**src/rtl/segasys_sound_mailbox.sv**
```systemverilog
// Main-CPU -> sound-CPU command mailbox: DEPTH-entry FIFO or classic overwrite
// latch, with a retriggerable NMI pulse and level/overflow status.
module segasys_sound_mailbox #(
  parameter int DW      = 8,
  parameter int DEPTH   = 4,
  parameter int MODE    = 1,
  parameter int NMI_LEN = 16
)(
  input  logic                         clk40M,
  input  logic                         reset_n,
  input  logic                         wr_en,
  input  logic [DW-1:0]                wr_data,
  input  logic                         rd_en,
  output logic [DW-1:0]                rd_data,
  output logic                         pending,
  output logic                         nmi,
  output logic [$clog2(DEPTH+1)-1:0]   level,
  output logic                         full,
  output logic                         overflow,
  input  logic                         ovf_clr
);

  localparam int LW = $clog2(DEPTH+1);
  localparam int PW = (DEPTH > 1) ? $clog2(DEPTH) : 1;

  logic       nmi_trig;
  logic [7:0] nmi_cnt;

  // Any new head reloads the counter, so back-to-back triggers keep nmi high.
  always_ff @(posedge clk40M or negedge reset_n) begin
    if (!reset_n)              nmi_cnt <= 8'd0;
    else if (nmi_trig)         nmi_cnt <= 8'(NMI_LEN);
    else if (nmi_cnt != 8'd0)  nmi_cnt <= nmi_cnt - 8'd1;
  end

  assign nmi = (nmi_cnt != 8'd0);

  generate
    if (MODE == 0) begin : g_latch
      logic flag;

      always_ff @(posedge clk40M or negedge reset_n) begin
        if (!reset_n) begin
          rd_data <= '0;
          flag    <= 1'b0;
        end else if (wr_en) begin
          rd_data <= wr_data;
          flag    <= 1'b1;
        end else if (rd_en) begin
          flag    <= 1'b0;
        end
      end

      assign nmi_trig = wr_en;
      assign pending  = flag;
      assign level    = LW'(flag);
      assign full     = 1'b0;
      assign overflow = 1'b0;
    end else begin : g_fifo
      localparam logic [LW-1:0] FULL_LV = LW'(DEPTH);
      localparam logic [LW-1:0] ONE_LV  = LW'(1);

      logic [DEPTH-1:0][DW-1:0] mem;
      logic [PW-1:0]            wr_ptr, rd_ptr, rd_nxt;
      logic [LW-1:0]            cnt;
      logic                     ovf_q;
      logic                     is_full, is_empty;
      logic                     wr_acc, rd_acc, drop, head_load, pop_more;

      assign is_full   = (cnt == FULL_LV);
      assign is_empty  = (cnt == '0);
      // A full FIFO still accepts a write when a pop frees the head slot.
      assign wr_acc    = wr_en && (!is_full || rd_en);
      assign rd_acc    = rd_en && !is_empty;
      assign drop      = wr_en && is_full && !rd_en;
      assign head_load = wr_acc && is_empty;
      assign pop_more  = rd_acc && ((cnt != ONE_LV) || wr_acc);
      assign rd_nxt    = rd_ptr + PW'(1);
      assign nmi_trig  = head_load || pop_more;

      always_ff @(posedge clk40M) begin
        if (wr_acc) mem[wr_ptr] <= wr_data;
      end

      always_ff @(posedge clk40M or negedge reset_n) begin
        if (!reset_n) begin
          wr_ptr  <= '0;
          rd_ptr  <= '0;
          cnt     <= '0;
          rd_data <= '0;
          ovf_q   <= 1'b0;
        end else begin
          if (wr_acc) wr_ptr <= wr_ptr + PW'(1);
          if (rd_acc) rd_ptr <= rd_nxt;
          case ({wr_acc, rd_acc})
            2'b10:   cnt <= cnt + ONE_LV;
            2'b01:   cnt <= cnt - ONE_LV;
            default: cnt <= cnt;
          endcase
          // With one entry, a write+pop makes the incoming word the new head
          // before it lands in mem, so bypass it.
          if (head_load)
            rd_data <= wr_data;
          else if (pop_more)
            rd_data <= (wr_acc && cnt == ONE_LV) ? wr_data : mem[rd_nxt];
          if (drop)         ovf_q <= 1'b1;
          else if (ovf_clr) ovf_q <= 1'b0;
        end
      end

      assign pending  = !is_empty;
      assign level    = cnt;
      assign full     = is_full;
      assign overflow = ovf_q;
    end
  endgenerate

endmodule

```
**config.mk**
```make
export PLATFORM = sky130hd
export DESIGN_NAME = segasys_sound_mailbox
export DESIGN_NICKNAME = d
export VERILOG_FILES = /design/src/rtl/segasys_sound_mailbox.sv
export SDC_FILE = /design/constraint.sdc
export NUM_CORES = 1
export LEC_CHECK = 0
export ABC_AREA = 0
export CORE_UTILIZATION = 25
export CTS_CLUSTER_DIAMETER = 120
export DETAILED_ROUTE_END_ITERATION = 16
export MAX_ROUTING_LAYER = met4
export PLACE_DENSITY = 0.43
export RECOVER_POWER = 100
export SLEW_MARGIN = 25
export SYNTH_ARGS = -nofsm -noshare
export SYNTH_HDL_FRONTEND = slang
export SYNTH_SLANG_ARGS = --single-unit
```
**constraint.sdc**
```tcl
create_clock -name clk40M -period 2.45 [get_ports clk40M]
set_clock_uncertainty 0.15 [all_clocks]
set_input_delay 0.245 -clock clk40M [delete_from_list [all_inputs] [get_ports clk40M]]
set_output_delay 0.245 -clock clk40M [all_outputs]
set_load 0.005 [all_outputs]
```
# --- Yosys cells after proc, flatten, opt, wreduce, memory -nomap -nowiden ---
# Cells that the tools add are included.
word_totals:
  reg_bits: 56
  output_inout_bits: 15
  input_bits: 13
op_classes:
  n_reduce_logical: 20
  mux: 13
  order_cmp: 3
  addsub: 5
  eq_ne: 5
ops:
  columns: ["operator", "n"]
  rows:
  - ["8-bit two-way mux", 7]
  - ["32-bit bitwise mux", 1]
  - ["8-bit binary-select mux with 2-bit select", 1]
  - ["8-bit demux with 2-bit select", 1]
  - ["1-bit logical AND", 8]
  - ["2-bit nonzero test", 4]
  - ["8-bit nonzero test", 1]
  - ["8-bit by 1-bit subtractor with 8-bit output (second input constant)", 1]
  - ["2-bit by 3-bit less-than comparator with 1-bit output (second input constant)", 2]
  - ["3-bit case mux with 2 select lines", 1]
  - ["2-bit by 1-bit adder with 2-bit output (second input constant)", 2]
  - ["3-bit by 1-bit adder with 3-bit output (second input constant)", 1]
  - ["3-bit by 1-bit == test with 1-bit output (second input constant)", 1]
  - ["3-bit == test (second input constant)", 1]
  - ["1-bit zero test", 3]
  - ["3-bit zero test", 1]
  - ["1-bit logical OR", 3]
  - ["3-bit by 1-bit != test with 1-bit output (second input constant)", 1]
  - ["3-bit by 1-bit subtractor with 3-bit output (second input constant)", 1]
  - ["2-bit by 1-bit == test with 1-bit output (second input constant)", 1]
  - ["2-bit == test (second input constant)", 1]
  - ["2-bit by 1-bit >= comparator with 1-bit output (second input constant)", 1]
  - ["1-bit two-way mux", 2]

# --- Longest topological paths before layout ---
depth:
  ltp_word: 8
  ltp_mapped: 10
  mapped_depth_nobuf: 10

# --- Worst setup path after synthesis ---
# OpenSTA, ideal clock, no wires.
synth_timing:
  kind: "reg2reg"
  startpoint: "reg g_fifo.cnt[0], in the netlist level[0]"
  endpoint: "reg rd_data[5]"
  t_required_ns: 2.175
  stages_incl_launch_ff: 8
  t_arrival_ns: 1.789
  setup_slack_ns: 0.386
  path_buffers: 1
  setup_time_ns: 0.125
  path_cell_list: "dfrtp_1 inv_1 ha_1 o21bai_1 nor2_1 a21oi_2 buf_4 mux2_4"
synth_between:
  elab_chain_len: 8
  elab_cells_between_ends: 17
  cone_classes: "3 x eq/ne; 3 x mux; 11 x reduce/logical"
synth_lines:
  columns: ["item", "line_no", "source"]
  rows:
  - ["from (decl)", "65", "logic [LW-1:0] cnt;"]
  - ["from (signal assigned)", "96", "2'b10: cnt <= cnt + ONE_LV;"]
  - ["from (signal assigned)", "97", "2'b01: cnt <= cnt - ONE_LV;"]
  - ["from (signal assigned)", "98", "default: cnt <= cnt;"]
  - ["3-bit == test", "70", "assign is_full = (cnt == FULL_LV);"]
  - ["1-bit zero test", "73", "assign wr_acc = wr_en && (!is_full || rd_en);"]
  - ["1-bit logical OR", "73", null]
  - ["1-bit logical AND", "73", null]
  - ["1-bit logical AND", "105", "rd_data <= (wr_acc && cnt == ONE_LV) ? wr_data : mem[rd_nxt];"]
  - ["8-bit two-way mux", "105", null]
  - ["8-bit two-way mux", "104", "else if (pop_more)"]
  - ["8-bit two-way mux", "102", "if (head_load)"]
  - ["to (signal assigned)", "103", "rd_data <= wr_data;"]
  - ["to (signal assigned)", "105", null]
  - ["to (decl)", "14", "output logic [DW-1:0] rd_data,"]
# Several ways; a longest one is shown, not always the timed one. The select of a mux whose other input is x is not followed.
# A chain may end at the register's enable or synchronous reset.

# --- Worst setup path after layout ---
layout_timing:
  startpoint: "reg g_fifo.cnt[0], in the netlist level[0]"
  endpoint: "reg rd_data[6]"
# The elaborated chain is that of the path after synthesis.

==> results.cfg <==
[outcome]
status = finished clean

[power_and_ir_drop]
clockPowerShare_pct = 17.2
comb_power_share_pct = 40.0
fin_total_pwr_mw = 3.50
seqPwrFrac_pct = 42.8
switching_share_pct = 31.3
p_switching_mw = 1.09
powerDensity_nw_per_um2 = 1140
leakage_nw = 1.18
ir_drop_v = 0.000292
p_int_mw = 2.41

[timing]
final-setup-viol-count = 0
hold_viol_final = 0
hold_ws_ns = 0.331
setup_tns_ns = 0
timing.fmax_mhz = 439
final_max_slew_viol_count = 0
period_needed_ns = 2.28
fin_crit_sh_pct = 93.1
rsz0062_at_grt = false
tightest_slew_ns = 1.44
relSlewSlack_pct = 3.83

[global_routing]
grt-ovfl-total = 0
first_global_vias = 1449
grt_max_degree = 25
antenna_found_initial = 0
grt_pass1_wl_mm = 7.66
grt_usage_pct = 10.5

[synth]
synthCells = 163
synth-simple-area-share_pct = 6.85
synthFlopType = edfxtp_1
synth_edf_count = 32
yosys-mux-area-fraction_pct = 16.7
yosysTopAreaCell = edfxtp_1
synthXorXnorAreaFrac_pct = 3.13
synth-adder-area-share_pct = 5.46
synth_top_family_by_area = multiplexers
yosysUniqueCellTypes = 34
synth_compound_area_share_pct = 2.78
syn_area_um2 = 2520
synth_most_common_cell = edfxtp_1
synth_seq_area_share_pct = 61.9
synth_top_area_share_pct = 38.1
netlist_top_cells_area = edfxtp_1 (38%), dfrtp_1 (24%), mux4_2 (7.1%)
yosys_warnings = 0
synth-async-reset-ratio_pct = 42.9
synthTopCellsByCount = edfxtp_1 (32), dfrtp_1 (24), inv_1 (12), ha_1 (11), nor2_1 (10)
synth_area_per_cell_um2 = 15.5
synth_seq_cells = 56
syn-num-nets = 187

[placement]
port_buffers = 27
place.gp.congestion = 0.697
hpwl_mm = 3.27
dp.cells = 327

[setup_path]
crit_path_end_kind = flop
slowest_stage = clkbuf_1
worstReg2RegEnd = rd_data[6]$_DFFE_PN0P_
timing.rr.start = level[0]$_DFFE_PN0P_
slowest_delay_ns = 0.52
cp.arrival_ns = 2.33
path_class = reg2reg
crit_fanout = 11
reg2regPathDepth = 7
crit_chain = inv_1 -> ha_1 -> o21bai_1 -> nor2_1 -> a21oi_1 -> clkbuf_1 -> mux2_4
rrSetupSlack_ns = 0.17
path_delay_family = buffers and inverters
crit_required_ns = 2.50
crit_buf_inv = 2
cp-startpoint = level[0]$_DFFE_PN0P_
start_kind = flop

[run]
max_cap_violations = 0

[drt]
drtIter0Drc = 23
drcViolationCount = 0
drt_pass1_iterations = 4
routed_wl_mm = 4.70
viasPerCell = 4.04
final_antenna_net_count = 0
num_vias = 1355
wl_per_cell_um = 14.0

[clocking]
clock_sinks = 56
cts_hold_buf = 0
root_buffer = clkbuf_8
clk_pin_slew_ns = 0.10
clock_latency_ns = 0.31
cts_htree_levels = 2
clockBufferDepth = 2
cts-buffers-inserted = 5
cts_tree = yes

[floorplan]
die_w_um = 102
die_h_um = 102
dieArea_um2 = 10500
rows = 36
core_area_um2 = 9770
start_util_pct = 25.8
pin_count = 28

[finish]
layout.nets = 225
drive_above_1_share_pct = 18.3
fillers = 982
stdcell_count = 335
utilization_pct = 31.4
diodes = 0
area_growth_pct = 21.8

[worst_hold_path]
holdPathStages = 2
whs_endpoint = overflow$_DFFE_PN0P_
hp-class = in2reg
min_from = ovf_clr
[power by group through the flow]
stage | sequential [mW] | clock, mW | combinational [mW]
after floorplan | 1.46 | 0 | 1.06
after global placement | 1.52 | 0 | 1.55
after detailed placement | 1.53 | 0 | 1.54
after CTS | 1.51 | 0.642 | 1.55
after global routing | 1.54 | 0.674 | 1.56
final | 1.50 | 0.603 | 1.40
[kinds of logic after synthesis]
logic type | after synthesis
simple gates | 34
compound gates | 10
xor+xnor | 9
fa+ha+maj | 11
flops | 56
mux | 27
buf+inv | 16
[registers in the layout, indices dropped and copies added, names as in the netlist]
register       count
g_fifo.mem        32
g_fifo.rd_ptr      2
g_fifo.wr_ptr      2
level              3
nmi_cnt            8
overflow           1
rd_data            8
[layout make-up]
cell class / instances / area [µm²] / share of cell area, %
Clock buffer: 7 / 76.3 / 2.49
Sequential cell: 56 / 1560 / 50.9
Inverter: 12 / 45.0 / 1.47
Timing Repair Buffer: 35 / 315 / 10.3
Tap cell: 133 / 166 / 5.42
Clock inverter: 1 / 30.0 / 0.978
Multi-Input combinational cell: 91 / 876 / 28.5
[metal layers]
metal,GRT usage (%),routed length [µm]
met1,13.5,2250
met2,15.5,2220
met3,2.87,157
met4,4.29,80
met5,-,0
[cell usage in the layout, fill, tap and decap left out, drive strengths merged]
master,instances
and2,5
edfxtp,32
mux2i,2
nor4,1
nand3b,1
nor3,3
a21oi,4
or2,1
or3,1
dfrtp,24
xnor2,5
nand2b,2
mux4,8
ha,11
nor2,10
o311ai,1
dlygate4sd3,23
o21bai,1
nand3,1
inv,12
clkbuf,12
nor3b,1
a211oi,1
mux2,17
buf,3
or3b,1
a211o,1
xor2,4
bufinv,1
o21ai,1
clkdlybuf4s50,4
o32ai,1
nand2,6
nand4,1
[through the flow]
step | setup WS, ns | cell area (µm²)
6_report | 0.170 | 3070
5_1_grt | 0.0236 | 3070
4_1_cts | 0.0168 | 3090
3_5_place_dp | 0.247 | 2980
3_3_place_gp | 0.307 | 2980
2_1_floorplan | 0.386 | 2520
[worst reg2reg max path: cells and delay by family (launching register included)]
| family | cells | cell delay [ns] |
|---|---|---|
| buf+inv | 2 | 0.60 |
| flops | 1 | 0.44 |
| compound gates | 2 | 0.35 |
| mux | 1 | 0.35 |
| fa+ha+maj | 1 | 0.23 |
| simple gates | 1 | 0.06 |
[timing repair]
item | CTS | global route
gates resized for setup | 0 | 3
endpoints found under the setup margin | 0 | 1
buffers inserted | 0 | 0
[worst max path at each step]
| stage | end | cells past startpoint |
|---|---|---|
| 2_1_floorplan | rd_data[5]$_DFFE_PN0P_ | 7 |
| 3_3_place_gp | level[2]$_DFFE_PN0P_ | 9 |
| 3_5_place_dp | level[2]$_DFFE_PN0P_ | 9 |
| 4_1_cts | nmi | 5 |
| 5_1_grt | level[2]$_DFFE_PN0P_ | 9 |
| 6_report | rd_data[6]$_DFFE_PN0P_ | 7 |
No activity file was read; power rests on OpenSTA's default activity.
